==> src/rtl/gobou_seq_pkg.sv <==
// Shared types and sizes for the gobou multi-layer sequencer.
package gobou_seq_pkg;

  localparam int unsigned LWIDTH        = 16;
  localparam int unsigned IMGSIZE       = 12;
  localparam int unsigned GOBOU_NETSIZE = 11;
  localparam int unsigned MAXLAYER      = 8;
  localparam int unsigned LAYERLOG      = 3;

  typedef enum logic [2:0] {
    S_IDLE,
    S_LOAD,
    S_REQ,
    S_WAIT_LO,
    S_WAIT_HI
  } seq_state_t;

  typedef struct packed {
    logic [LWIDTH-1:0]        total_out;
    logic [LWIDTH-1:0]        total_in;
    logic [GOBOU_NETSIZE-1:0] net_addr;
  } layer_desc_t;

endpackage

==> src/rtl/gobou_layer_table.sv <==
// Layer descriptor register file: synchronous write, asynchronous read.
// Ports: clk, we/waddr/wdata (host write), raddr/rdata_c (combinational read).
// Contents are not reset; the host must program them before a run.
module gobou_layer_table
  import gobou_seq_pkg::*;
(
  input  logic                clk,
  input  logic                we,
  input  logic [LAYERLOG-1:0] waddr,
  input  layer_desc_t         wdata,
  input  logic [LAYERLOG-1:0] raddr,
  output layer_desc_t         rdata_c
);

  layer_desc_t mem [MAXLAYER];

  // Host write port
  always_ff @(posedge clk) begin
    if (we) mem[waddr] <= wdata;
  end

  assign rdata_c = mem[raddr];

endmodule

==> src/rtl/gobou_layer_seq.sv <==
// Multi-layer sequencer in front of gobou_ctrl_core. Runs num_layer layers
// back to back, one req/ack handshake per layer, ping-ponging image regions
// A and B between layer input and output.
// Ports: clk/xrst (async active-low); cfg_* descriptor write port; start,
// num_layer, base_a, base_b run control; core_ack in / core_* out to the core;
// busy, done (1-cycle pulse), cur_layer, err (sticky invalid-start flag).
module gobou_layer_seq
  import gobou_seq_pkg::*;
(
  input  logic                     clk,
  input  logic                     xrst,
  input  logic                     cfg_we,
  input  logic [LAYERLOG-1:0]      cfg_addr,
  input  logic [LWIDTH-1:0]        cfg_total_out,
  input  logic [LWIDTH-1:0]        cfg_total_in,
  input  logic [GOBOU_NETSIZE-1:0] cfg_net_addr,
  input  logic                     start,
  input  logic [LAYERLOG:0]        num_layer,
  input  logic [IMGSIZE-1:0]       base_a,
  input  logic [IMGSIZE-1:0]       base_b,
  input  logic                     core_ack,
  output logic                     core_req,
  output logic [IMGSIZE-1:0]       core_input_addr,
  output logic [IMGSIZE-1:0]       core_output_addr,
  output logic [GOBOU_NETSIZE-1:0] core_net_addr,
  output logic [LWIDTH-1:0]        core_total_out,
  output logic [LWIDTH-1:0]        core_total_in,
  output logic                     busy,
  output logic                     done,
  output logic [LAYERLOG-1:0]      cur_layer,
  output logic                     err
);

  seq_state_t               state_q, state_d;
  // One bit wider than LAYERLOG so a full MAXLAYER run compares without wrap
  logic [LAYERLOG:0]        layer_q, layer_d;
  logic [LAYERLOG:0]        num_q, num_d;
  logic                     sel_q, sel_d;
  logic                     req_q, req_d;
  logic                     busy_q, busy_d;
  logic                     done_q, done_d;
  logic                     err_q, err_d;
  logic [IMGSIZE-1:0]       in_q, in_d, out_q, out_d;
  layer_desc_t              desc_q, desc_d;
  layer_desc_t              rd_desc_c;
  layer_desc_t              wr_desc_c;
  logic                     num_ok_c;

  assign wr_desc_c = '{total_out: cfg_total_out, total_in: cfg_total_in,
                       net_addr: cfg_net_addr};

  gobou_layer_table u_table (
    .clk     (clk),
    .we      (cfg_we),
    .waddr   (cfg_addr),
    .wdata   (wr_desc_c),
    .raddr   (layer_q[LAYERLOG-1:0]),
    .rdata_c (rd_desc_c)
  );

  assign num_ok_c = (num_layer != '0) &&
                    (num_layer <= (LAYERLOG+1)'(MAXLAYER));

  // State and output registers
  always_ff @(posedge clk or negedge xrst) begin
    if (!xrst) begin
      state_q <= S_IDLE;
      layer_q <= '0;
      num_q   <= '0;
      sel_q   <= 1'b0;
      req_q   <= 1'b0;
      busy_q  <= 1'b0;
      done_q  <= 1'b0;
      err_q   <= 1'b0;
      in_q    <= '0;
      out_q   <= '0;
      desc_q  <= '0;
    end else begin
      state_q <= state_d;
      layer_q <= layer_d;
      num_q   <= num_d;
      sel_q   <= sel_d;
      req_q   <= req_d;
      busy_q  <= busy_d;
      done_q  <= done_d;
      err_q   <= err_d;
      in_q    <= in_d;
      out_q   <= out_d;
      desc_q  <= desc_d;
    end
  end

  // Next-state and next-output logic
  always_comb begin
    state_d = state_q;
    layer_d = layer_q;
    num_d   = num_q;
    sel_d   = sel_q;
    req_d   = 1'b0;
    busy_d  = busy_q;
    done_d  = 1'b0;
    err_d   = err_q;
    in_d    = in_q;
    out_d   = out_q;
    desc_d  = desc_q;

    case (state_q)
      S_IDLE: begin
        busy_d = 1'b0;
        // busy_q is still high in the done cycle; a start there is dropped
        if (start && !busy_q) begin
          if (!num_ok_c) begin
            err_d = 1'b1;
          end else if (core_ack) begin
            err_d   = 1'b0;
            num_d   = num_layer;
            layer_d = '0;
            sel_d   = 1'b0;
            busy_d  = 1'b1;
            state_d = S_LOAD;
          end
        end
      end
      S_LOAD: begin
        desc_d  = rd_desc_c;
        in_d    = sel_q ? base_b : base_a;
        out_d   = sel_q ? base_a : base_b;
        req_d   = 1'b1;
        state_d = S_REQ;
      end
      S_REQ: begin
        state_d = S_WAIT_LO;
      end
      S_WAIT_LO: begin
        if (!core_ack) state_d = S_WAIT_HI;
      end
      S_WAIT_HI: begin
        if (core_ack) begin
          if ((LAYERLOG+1)'(layer_q + 1'b1) == num_q) begin
            done_d  = 1'b1;
            state_d = S_IDLE;
          end else begin
            layer_d = (LAYERLOG+1)'(layer_q + 1'b1);
            sel_d   = ~sel_q;
            state_d = S_LOAD;
          end
        end
      end
      default: begin
        state_d = S_IDLE;
      end
    endcase
  end

  assign core_req         = req_q;
  assign core_input_addr  = in_q;
  assign core_output_addr = out_q;
  assign core_net_addr    = desc_q.net_addr;
  assign core_total_out   = desc_q.total_out;
  assign core_total_in    = desc_q.total_in;
  assign busy             = busy_q;
  assign done             = done_q;
  assign cur_layer        = layer_q[LAYERLOG-1:0];
  assign err              = err_q;

endmodule
==> config.mk <==
export PLATFORM = sky130hd
export DESIGN_NAME = gobou_layer_seq
export DESIGN_NICKNAME = d
export VERILOG_FILES = /design/src/rtl/gobou_seq_pkg.sv /design/src/rtl/gobou_layer_table.sv /design/src/rtl/gobou_layer_seq.sv
export SDC_FILE = /design/constraint.sdc
export NUM_CORES = 1
export LEC_CHECK = 0
export CAP_MARGIN = 20
export CORE_UTILIZATION = 39
export CTS_BUF_LIST = sky130_fd_sc_hd__clkbuf_8 sky130_fd_sc_hd__clkbuf_16
export CTS_CLUSTER_DIAMETER = 150
export DETAILED_ROUTE_END_ITERATION = 8
export GPL_TIMING_DRIVEN = 0
export HOLD_SLACK_MARGIN = 0.06
export SYNTH_ARGS = -nofsm -noshare
export SYNTH_HDL_FRONTEND = slang
export SYNTH_HIERARCHICAL = 1
export SYNTH_SLANG_ARGS = --single-unit
==> constraint.sdc <==
create_clock -name clk -period 2.8 [get_ports clk]
set_clock_uncertainty 0.1 [all_clocks]
set_input_delay 0.7 -clock clk [delete_from_list [all_inputs] [get_ports clk]]
set_output_delay 0.7 -clock clk [all_outputs]
set_load 0.05 [all_outputs]
# Yosys cells after proc, flatten, opt, wreduce, memory -nomap -nowiden

Memories as Yosys holds them, arrays and structs flattened. A register that Yosys moved wholly into a read port is not among the register bits.
Cells that the tools add are included.
W data, S select, Z words.

Reduce and logical (&&, ||, !) cells: 11
Bitwise logic cells: 1
Add/subtract/negate cells: 1
$lt $le $gt $ge: 1
Equality and inequality tests: 12
Multiplexer cells: 31

Operator list:

| operator              | count |
|---|---|
| $mux W12              | 2 |
| $mux W4               | 5 |
| $mux W1               | 16 |
| $mux W3               | 5 |
| $pmux W3 S5           | 1 |
| $ne A2 B2 Y1 const B  | 7 |
| $pmux W4 S2           | 1 |
| $eq A3 B2 Y1 const B  | 2 |
| $reduce_and A6 Y1     | 1 |
| $reduce_and A5 Y1     | 1 |
| $add A4 B1 Y4 const B | 1 |
| $eq A4 B4 Y1          | 1 |
| $le A4 B4 Y1 const B  | 1 |
| $reduce_and A4 Y1     | 1 |
| $reduce_bool A4 Y1    | 1 |
| $eq A3 B1 Y1 const B  | 1 |
| $eq A3 B3 Y1 const B  | 1 |
| $logic_not A3 Y1      | 1 |
| $reduce_and A3 Y1     | 1 |
| $logic_and A1 B1 Y1   | 2 |
| $logic_not A1 Y1      | 2 |
| $pmux W1 S2           | 1 |
| $reduce_bool A2 Y1    | 1 |
| $not A1 Y1            | 1 |

Register bits after elaboration: 40
Output and inout port bits: 74
RAM bits: 344
Memories: 1
Input bits: 79

Memory list:

| memory      | depth | width | rd ports | clocked after memory_dff | wr ports | line                    | text |
|---|---|---|---|---|---|---|---|
| u_table.mem | 8     | 43    | 1        | 1                        | 1        | gobou_layer_table.sv:15 | `layer_desc_t mem [MAXLAYER];` |

# Logic depth before layout (Yosys ltp)

Gate-level depths: netlist of run 1.

Word-level depth: 5
Gate-level depth with buffers: 6
Gate-level depth less buffers: 5

# Modules after synthesis

Netlist of run 1, hierarchy kept.

By module, submodules not included:

| module            | area each (um2) | times used | cells an instance |
|---|---|---|---|
| gobou_layer_table | 13166.4         | 1          | 511 |
| gobou_layer_seq   | 3513.4          | 1          | 274 |

# Worst setup path after synthesis of run 1

OpenSTA, ideal clock, no wires.

Path kind: in2reg
Start: in cfg_addr[2]
End: mem u_table/mem[0][0] in the netlist's numbering (enable)
Path buffers: 0
Path slack: -1.619 ns
Required time: 2.203 ns
Stages: 2
Arrival: 3.822 ns
Path through: nand2b_1 nor3_1

RTL lines:

| what            | line                    | text |
|---|---|---|
| start, declared | gobou_layer_seq.sv:13   | `input logic [LAYERLOG-1:0] cfg_addr,` |
| end, declared   | gobou_layer_table.sv:15 |  |

No word-level cell before the write port.

==> summary.md, run 1 <==
| Metric | Value |
|---|---|
| Status | finished, final reports clean |
| Hpwl dp | 21600 um |
| Layout cells sized above 1 | 29.1% |
| WP data arrival | 3.06 ns |
| Worst slew margin | 33.0% |
| Part of the power in registers | 38.6% |
| Final Max Tran Viols | 0 |
| Post-synthesis cell type count | 41 |
| Clock Latency Late Sink | 0.57 ns |
| Critical path class | flip-flop to flip-flop |
| Most common cell after layout, fill and taps aside | edfxtp_1 |
| Routing usage on met1 | 22.8% |
| Cell area after layout | 20800 um^2 |
| Post-synthesis sequential area ratio | 74.4% |
| Number of port buffers | 152 |
| Cell area after synthesis | 16700 um^2 |
| Share of the synthesized area in the top cell type | 61.9% |
| Commonest cells after routing, fill and taps aside | edfxtp_1, clkdlybuf4s50_1, dfrtp_1, mux4_2, mux2_2 |
| Die Y | 209 um |
| Leakage Power | 0.00705 uW |
| Post-synthesis adder-cell area fraction | 0.0750% |
| Largest net degree at the start of global routing | 63 |
| Post-synth net total | 865 |
| Final Net Count | 1078 |
| Post-Synth Simple-Gate Area | 1.87% |
| Ys async rst share | 19.4% |
| DIE AREA | 43600 um^2 |
| First-pass GRT wire length | 52700 um |
| Pint | 14300 uW |
| Combinational fraction of design power | 32.3% |
| GPL Wtd Cong | 0.770 |
| DR iter-0 viols | 515 |
| Max Cap Violations | 0 |
| Delay-heaviest family, CP | buffers and inverters |
| Setup TNS | 0 ns |
| Tcrit/Tclk final | 96.9% |
| CP required | 3.14 ns |
| Met2 usage | 25.8% |
| Final wirelength | 34900 um |
| Vias in the first global route | 8601 |
| Biggest area consumer among synthesized cells | edfxtp_1 |
| Chip width | 209 um |
| Core region area | 42000 um^2 |
| Vias post-DR | 8059 |
| Placed cell area | 19200 um^2 |
| Initial Utilization | 39.7% |
| Synthesized area per cell | 21.2 um^2 |
| Most used cell, CP | clkbuf_1 |
| VDD IR max | 0.000559 V |
| CP Cell Sequence | clkbuf_1 > clkbuf_1 > mux4_2 > mux2_4 > mux2_2 |
| Endpoints failing setup | 0 |
| Register bit total from synthesis | 427 |
| Non-Filler Instances | 1575 |
| RSZ-0062 raised after global routing | no |
| Post-synthesis mux area share | 20.2% |
| Top FF cell, synth | edfxtp_1 |
| Synth Area in XOR/XNOR | 0.420% |
| Num Clock Sinks | 427 |
| Largest family of logic cells by synthesized area | multiplexers |
| Worst Setup End Kind | flip-flop |
| Clock Tree Buf Depth | 3 |
| Num ports | 153 |
| Worst Path Max Fanout | 10 |
| Worst-path clk slew | 0.06 ns |
| Synth-to-Final Area Change | 24.7% |
| Final Hold Fails | 0 |
| Number of synthesized flops with an enable pin | 344 |
| Cells after Synth | 785 |
| Filler cells | 3438 |
| First drt pass iteration count | 4 |
| Ys Warns | 6 |
| Switching Fraction | 31.4% |
| Synth Area in Compound Gates | 1.36% |
| Worst-margin pin slew | 1.00 ns |
| Met3 Usage GRT | 3.67% |
| Gr busiest metal | met2 |
| Final Critical Period | 2.71 ns |
| CTS Root Cell | clkbuf_16 |
| Min-Delay Path Class | flip-flop to flip-flop |
| Post-CTS Setup Inserts | 0 |
| Row cnt | 75 |
| Slowest stage delay, CP | 0.69 ns |
| DP Cell Count | 1489 |
| Startpoint Class | flip-flop |
| Top post-synthesis cells by area | edfxtp_1, dfrtp_1, mux4_2, mux2_4, mux2_2 |
| Clock power share | 29.1% |
| Slowest CP cell | clkbuf_1 |
| Pwr Density | 1000 nW/um^2 |
| CTS Buf Count | 45 |
| Fmax | 369 MHz |
| Sw Pwr | 6550 uW |
| GRT Overall Usage | 16.4% |
| GR Overflow Total | 0 |
| H-tree Lvls | 2 |
| Worst Path Buf+Inv | 2 |
| CTS tree | done |
| Antenna Nets Post-Route | 0 |
| Drt wl/cell | 22.2 um |
| Post-layout util | 49.5% |
| Antenna violations before repair | 1 |
| Post-route DRC | 0 |
| Vias per inst | 5.12 |
## worst paths after layout
check                                 start                  to  cells past startpoint  slack, ns
setup / recovery                 layer_q[2]   core_total_in[10]                      5       0.09
hold / removal             core_net_addr[1]    core_net_addr[1]                      1       0.40
setup reg to reg                 layer_q[2]   core_total_in[10]                      5       0.09
hold reg to reg            core_net_addr[1]    core_net_addr[1]                      1       0.40
max in group asynchronous              xrst    core_total_in[3]                      3       1.39
min in group asynchronous              xrst  core_total_out[11]                      2       0.52
## power groups by stage
stage / registers, uW / clock network, uW / logic [uW]
finish: 8040 / 6060 / 6740
global route: 8130 / 6460 / 7140
CTS: 8060 / 6230 / 6860
detailed placement: 8180 / 0 / 6850
global placement: 8180 / 0 / 6760
floorplan: 9840 / 0 / 3060
## cells in the mapped netlist, drive strengths merged (3+ instances only)
library cell,number
buf,30
nand3,3
a21oi,24
nand2b,3
clkbuf,13
nor3,5
mux4,86
edfxtp,344
mux2i,24
nor2,37
dfrtp,83
mux2,91
o211ai,3
xnor2,6
nand2,7
## through the flow
stage	worst slack [ns]	hold slack (ns)	power, uW
after detailed placement	-0.279	0.392	15000
after CTS	0.0298	0.405	21100
final	0.0875	0.401	20800
after floorplan	-0.466	0.304	12900
after global routing	0.00297	0.417	21700
after global placement	-3.13	0.380	14900
## sequential cells by signal (all words and copies together), names as in the netlist
name              cells
core_req              1
err                   1
u_table/mem         344
core_total_in        16
core_net_addr        11
done                  1
core_input_addr      12
sel_q                 1
busy                  1
num_q                 4
layer_q               4
state_q               3
core_output_addr     12
core_total_out       16
## metal layers
metal / vias to the layer above / part of all wire (%)
li1: 3604 / -
met1: 4228 / 46
met2: 171 / 47
met3: 54 / 4.9
met4: 2 / 2.0
met5: - / 0.037
## cell families (layout without fill, tap and decap cells)
family	after synthesis	in the layout
and+or+nand+nor	65	65
adders and majority gates	1	1
other	0	1
muxes	201	201
xor gates and xnor gates	8	8
AOI/OAI and AO/OA	38	38
buffers and inverters	45	295
DFF	427	427
## layout make-up
cell class | count | area [um^2] | area share [%]
diodes | 1 | 2.50 | 0.0120
clock inverters | 27 | 233 | 1.12
flip-flops and latches | 427 | 12400 | 59.7
repair buffers | 166 | 1830 | 8.78
plain buffers | 43 | 283 | 1.36
inverters | 2 | 7.51 | 0.0361
multi-input cells | 313 | 4050 | 19.5
well taps | 539 | 674 | 3.24
clock buffers | 57 | 1310 | 6.32
## timing repair
item | 4_1_cts | 5_1_grt
endpoints found under the setup margin | 2 | 7
hold buffers | 1 | 0
pin swaps | 0 | 0
endpoints found under the hold margin | 21 | 0
gates resized for setup | 2 | 3
Power figures use the tool's default switching activity.
==> run 2: changes to the inputs <==
--- a/config.mk
+++ b/config.mk
@@ -18 +18,2 @@
 export SYNTH_SLANG_ARGS = --single-unit
+export TNS_END_PERCENT = 50
==> constraint.sdc (replaced) <==
create_clock -name clk -period 2.8 [get_ports clk]
set_clock_uncertainty 0.1 [all_clocks]
set_input_delay 0.56 -clock clk [delete_from_list [all_inputs] [get_ports clk]]
set_output_delay 0.56 -clock clk [all_outputs]
set_load 0.05 [all_outputs]
==> summary.md, run 2 (synthesis gave the netlist of run 1 again) <==
| Metric | Value |
|---|---|
| Status | finished, final reports clean |
| Clock Latency Late Sink | 0.57 ns (about the same) |
| GRT Overall Usage | 16.5% (+0.12 points) |
| Hold slack | 0.390 ns (-0.0112 ns) |
| Placed cell area | 19300 um^2 (+0.21%) |
| Antenna violations before repair | 2 (+1) |
| Pwr Density | 985 nW/um^2 (-1.6%) |
| PnR worst setup slack | 0.122 ns (+0.0348 ns) |
| Worst Setup End Kind | primary output |
| CP Cell Sequence | buf_4 > clkdlybuf4s50_1 |
| Met3 Usage GRT | 3.46% (-0.21 points) |
| Synth-to-Final Area Change | 23.9% |
| Max reg flops | 344 (unchanged) |
| WP data arrival | 2.02 ns (-1.04 ns) |
| First drt pass iteration count | 4 (unchanged) |
| Worst reg2reg startpoint | layer_q[2] |
| Row cnt | 75 (unchanged) |
| Drt wl/cell | 22.3 um (+0.58%) |
| Fmax | 373 MHz (+1.3%) |
| Core region area | 42000 um^2 (unchanged) |
| Final Net Count | 1079 (+0.093%) |
| Cell area after layout | 20700 um^2 (-0.62%) |
| CP required | 2.14 ns (-1.00 ns) |
| Startpoint Class | flip-flop |
| Final Hold Fails | 0 (unchanged) |
| Most common cell after layout, fill and taps aside | edfxtp_1 |
| VDD IR max | 0.000610 V (+9.2%) |
| Num ports | 153 (unchanged) |
| Initial Utilization | 39.7% (unchanged) |
| Delay-heaviest family, CP | buffers and inverters |
| GPL Wtd Cong | 0.764 (-0.77%) |
| Largest Register | u_table/mem |
| Number of port buffers | 152 (unchanged) |
| Vias per inst | 5.16 (+0.85%) |
| Vias in the first global route | 8629 (+0.33%) |
| Critical path class | flip-flop to primary output |
| Largest net degree at the start of global routing | 62 (-1.6%) |
| CP startpoint | layer_q[0] |
| Final wirelength | 35100 um (+0.45%) |
| Routing usage on met1 | 23.5% (+0.70 points) |
| CTS Buf Count | 45 (unchanged) |
| First-pass GRT wire length | 53300 um (+1.1%) |
| DP Cell Count | 1490 (+0.067%) |
| CTS tree | done |
| Worst Path Buf+Inv | 2 (unchanged) |
| Antenna Nets Post-Route | 0 (unchanged) |
| Vias post-DR | 8117 (+0.72%) |
| Slowest CP cell | clkdlybuf4s50_1 |
| Max Cap Violations | 0 (unchanged) |
| Layout cells sized above 1 | 27.9% (-1.2 points) |
| Worst-margin pin slew | 1.04 ns (+0.0328 ns) |
| RSZ-0062 raised after global routing | no |
| Post-route DRC | 0 (unchanged) |
| H-tree Lvls | 2 (unchanged) |
| Worst slew margin | 30.9% (-2.2 points) |
| Leakage Power | 0.00701 uW (-0.61%) |
| Final Critical Period | 2.68 ns (-0.0348 ns) |
| Met2 usage | 25.6% (-0.14 points) |
| Pre-CTS WS | -0.0669 ns (+0.212 ns) |
| Tcrit/Tclk final | 95.6% (-1.2 points) |
| Antenna diodes | 0 (-1) |
| Hpwl dp | 21900 um (+1.5%) |
| Min-Delay Path Class | input port to async pin |
| DIE AREA | 43600 um^2 (unchanged) |
| Filler cells | 3475 (+1.1%) |
| Worst Path Max Fanout | 6 (-4) |
| CTS Root Cell | clkbuf_16 |
| Worst-path clk slew | 0.06 ns (about the same) |
| DR iter-0 viols | 451 (-12%) |
| Num Clock Sinks | 427 (unchanged) |
| Clock Tree Buf Depth | 3 (unchanged) |
| Endpoints failing setup | 0 (unchanged) |
| Non-Filler Instances | 1573 (-0.13%) |
| GR Overflow Total | 0 (unchanged) |
| Slowest stage delay, CP | 0.79 ns (+0.10 ns) |
| Die Y | 209 um (unchanged) |
| Final Max Tran Viols | 0 (unchanged) |
| Gr busiest metal | met2 |
| Chip width | 209 um (unchanged) |
| Commonest cells after routing, fill and taps aside | edfxtp_1, clkdlybuf4s50_1, dfrtp_1, mux4_2, mux2_2 |
| Setup TNS | 0 ns (unchanged) |
run 2: cell types whose count changed in the layout (fill, tap and decap cells not counted):
cell,previous run,this run
buf_16,6,8
buf_8,1,0
bufinv_16,4,2
clkbuf_16,47,45
clkbuf_8,10,4
clkdlybuf4s50_1,149,151
clkinv_1,3,6
clkinv_2,8,5
clkinvlp_4,3,1
diode_2,1,0
dlygate4sd2_1,2,0
inv_1,10,19
inv_6,1,2
run 2: final timing paths:
check / endpoint / slack [ns] / cells past startpoint
max: cur_layer[0] / 0.12 / 2
min: core_total_out[11] / 0.39 / 2
max reg2reg: core_net_addr[5] / 0.12 / 5
min reg2reg: core_total_in[5] / 0.40 / 1
max in group asynchronous: core_total_in[1] / 1.51 / 3
min in group clk: core_total_in[5] / 0.40 / 1
run 2: repair_timing:
| action | 4_1_cts | 5_1_grt |
|---|---|---|
| setup endpoints to repair | 0 | 1 |
| gates resized for setup | 0 | 3 |
| buffers inserted | 0 | 0 |
| hold buffers | 1 | 0 |
| endpoints found under the hold margin | 22 | 0 |
run 2: metal layers:
| layer | vias to the layer above | wire length (um) | share of wire (%) |
|---|---|---|---|
| met5 | - | 31 | 0.088 |
| met4 | 4 | 748 | 2.1 |
| met3 | 63 | 1880 | 5.4 |
| met2 | 221 | 16400 | 47 |
| met1 | 4230 | 16000 | 46 |
| li1 | 3599 | - | - |
run 2: through the flow:
| stage | total power (uW) | utilization, % |
|---|---|---|
| after floorplan | 12900 | - |
| after global placement | 14900 | 44.9 |
| after detailed placement | 15000 | 45.9 |
| after CTS | 20600 | 49.2 |
| after global routing | 21200 | 49.2 |
| final | 20400 | 49.2 |
run 2: power breakdown:
part	leakage (uW)	switching, uW	internal, uW
clock	0.000740	2370	3200
combinational	0.00218	3760	2990
sequential	0.00409	414	7630
total	0.00701	6550	13800
run 2: final cells by class:
type | count | area (um^2) | share of cell area [%]
Clock inverter | 33 | 196 | 0.950
Clock buffer | 49 | 1180 | 5.71
Timing Repair Buffer | 167 | 1870 | 9.04
Multi-Input combinational cell | 313 | 4050 | 19.6
Inverter | 2 | 7.51 | 0.0363
Sequential cell | 427 | 12400 | 60.0
Tap cell | 539 | 674 | 3.26
Buffer | 43 | 283 | 1.37
run 2: worst reg2reg max path: stages, from the launching register on:
cell      delay (ns)
dfrtp_1         0.50
clkbuf_1        0.32
clkbuf_1        0.68
mux4_2          0.42
mux2_4          0.29
mux2_2          0.26
==> run 3: changes to the inputs <==
- CORE_UTILIZATION: 39 -> 57
- PLACE_DENSITY: default -> 0.79
==> summary.md, run 3 (synthesis gave the netlist of run 1 again) <==
| Metric | Value |
|---|---|
| Status | finished, final reports clean |
| Final Max Tran Viols | 0 (unchanged) |
| Vias post-DR | 8266 (+1.8%) |
| Worst Path Max Fanout | 10 (+4) |
| Final Hold Fails | 0 (unchanged) |
| Vias in the first global route | 8798 (+2.0%) |
| CTS Buf Count | 43 (-4.4%) |
| Tot Pwr | 20100 uW (-1.2%) |
| Max Cap Violations | 0 (unchanged) |
| Pwr Density | 987 nW/um^2 (+0.18%) |
| Largest net degree at the start of global routing | 64 (+3.2%) |
| CTS Root Cell | clkbuf_16 |
| Commonest cells after routing, fill and taps aside | edfxtp_1, clkdlybuf4s50_1, dfrtp_1, mux4_2, mux2_2 |
| First drt pass iteration count | 5 (+1) |
| Critical path class | flip-flop to flip-flop |
| DP Cell Count | 1335 (-10%) |
| Multi-input gate area | 4050 um^2 (unchanged) |
| Antenna violations before repair | 3 (+1) |
| Largest Register | u_table/mem |
| Number of port buffers | 152 (unchanged) |
| DR iter-0 viols | 747 (+66%) |
| Row cnt | 62 (-17%) |
| Worst-path clk slew | 0.06 ns (about the same) |
| H-tree Lvls | 2 (unchanged) |
| Worst Setup End Kind | flip-flop |
| GPL Wtd Cong | 0.816 (+6.9%) |
| Initial Utilization | 58.0% (+18 points) |
| GRT Overall Usage | 23.0% (+6.5 points) |
| Post-route DRC | 0 (unchanged) |
| CP required | 3.10 ns (+0.96 ns) |
| Leakage Power | 0.00699 uW (-0.36%) |
| Min-Delay Path Class | flip-flop to flip-flop |
| Post-CTS Setup Inserts | 0 (unchanged) |
| Clock Latency Late Sink | 0.53 ns (-0.04 ns) |
| Core region area | 28800 um^2 (-32%) |
| Most common cell after layout, fill and taps aside | edfxtp_1 |
| Register area | 12400 um^2 (unchanged) |
| RSZ-0062 raised after global routing | no |
| WP data arrival | 2.99 ns (+0.97 ns) |
| Final Critical Period | 2.69 ns (+0.00738 ns) |
| Clock Tree Buf Depth | 3 (unchanged) |
| Synth-to-Final Area Change | 22.2% |
| DIE AREA | 30000 um^2 (-31%) |
| Chip width | 173 um (-17%) |
| Antenna Nets Post-Route | 0 (unchanged) |
| Final wirelength | 33400 um (-4.6%) |
| Tcrit/Tclk final | 95.9% (+0.26 points) |
| Hpwl dp | 20700 um (-5.4%) |
| Vias per inst | 5.83 (+13%) |
| Max reg flops | 344 (unchanged) |
| Non-Filler Instances | 1417 (-9.9%) |
| VDD IR max | 0.000718 V (+18%) |
| Endpoints failing setup | 0 (unchanged) |
| Num Clock Sinks | 427 (unchanged) |
| Drt wl/cell | 23.6 um (+5.9%) |
| Filler cells | 1718 (-51%) |
| Worst-margin pin slew | 1.01 ns (-0.0262 ns) |
| Fmax | 372 MHz (-0.27%) |
| Final Net Count | 1077 (-0.19%) |
| Die Y | 173 um (-17%) |
| Startpoint Class | flip-flop |
| Num ports | 153 (unchanged) |
| Worst slew margin | 32.6% (+1.7 points) |
| Layout cells sized above 1 | 27.4% (-0.40 points) |
| GR Overflow Total | 0 (unchanged) |
| CTS tree | done |
| First-pass GRT wire length | 51200 um (-3.9%) |
[run 3: repair_timing]
action | 4_1_cts | 5_1_grt
hold endpoints to repair | 20 | 0
hold buffers | 1 | 0
gates resized for setup | 0 | 0
[run 3: worst paths after layout]
| path | start | to | slack [ns] | cells past startpoint |
|---|---|---|---|---|
| worst min register to register | err | err | 0.39 | 1 |
| worst min-delay path | err | err | 0.39 | 1 |
| worst max register to register | layer_q[2] | core_total_in[11] | 0.11 | 6 |
| min in group asynchronous | xrst | core_total_out[9] | 0.40 | 2 |
| max in group asynchronous | xrst | core_input_addr[6] | 1.53 | 3 |
| worst max-delay path | layer_q[2] | core_total_in[11] | 0.11 | 6 |
[run 3: power by group]
part / internal (uW) / leakage, uW / switching (uW)
combinational: 2990 / 0.00215 / 3730
sequential: 7630 / 0.00409 / 417
clock: 3170 / 0.000740 / 2190
[run 3: per-layer routing]
layer | wire length (um) | GRT usage (%) | vias up
met1 | 14000 | 31.6 | 4323
met5 | 13 | 0 | -
met3 | 1970 | 4.18 | 50
li1 | - | - | 3604
met4 | 609 | 6.27 | 2
met2 | 16800 | 38.5 | 287
[run 3: metrics by stage]
step / util, % / instance area, um^2 / TNS, ns / setup slack (ns) / hold WS, ns
final: 70.9 / 20400 / 0 / 0.115 / 0.393
after detailed placement: 66.1 / 19000 / -5.85 / -0.123 / 0.385
after floorplan: - / 16700 / -70.31 / -0.326 / 0.164
after global routing: 70.9 / 20400 / 0 / 0.0462 / 0.413
after CTS: 70.8 / 20400 / 0 / 0.112 / 0.399
after global placement: 65.0 / 18700 / -964.11 / -2.65 / 0.383
[run 3: layout make-up]
| cell class | instances | share of cell area, % |
|---|---|---|
| Antenna cell | 2 | 0.0245 |
| Buffer | 43 | 1.38 |
| Clock buffer | 49 | 5.79 |
| Clock inverter | 30 | 0.835 |
| Inverter | 2 | 0.0368 |
| Multi-Input combinational cell | 313 | 19.9 |
| Sequential cell | 427 | 60.8 |
| Tap cell | 384 | 2.36 |
| Timing Repair Buffer | 167 | 8.86 |
[run 3: critical path, cell delays in order (launching register included)]
cell	delay [ns]
dfrtp_1	0.48
clkbuf_1	0.33
buf_2	0.37
buf_2	0.38
mux4_2	0.37
mux2_4	0.28
mux2_2	0.26
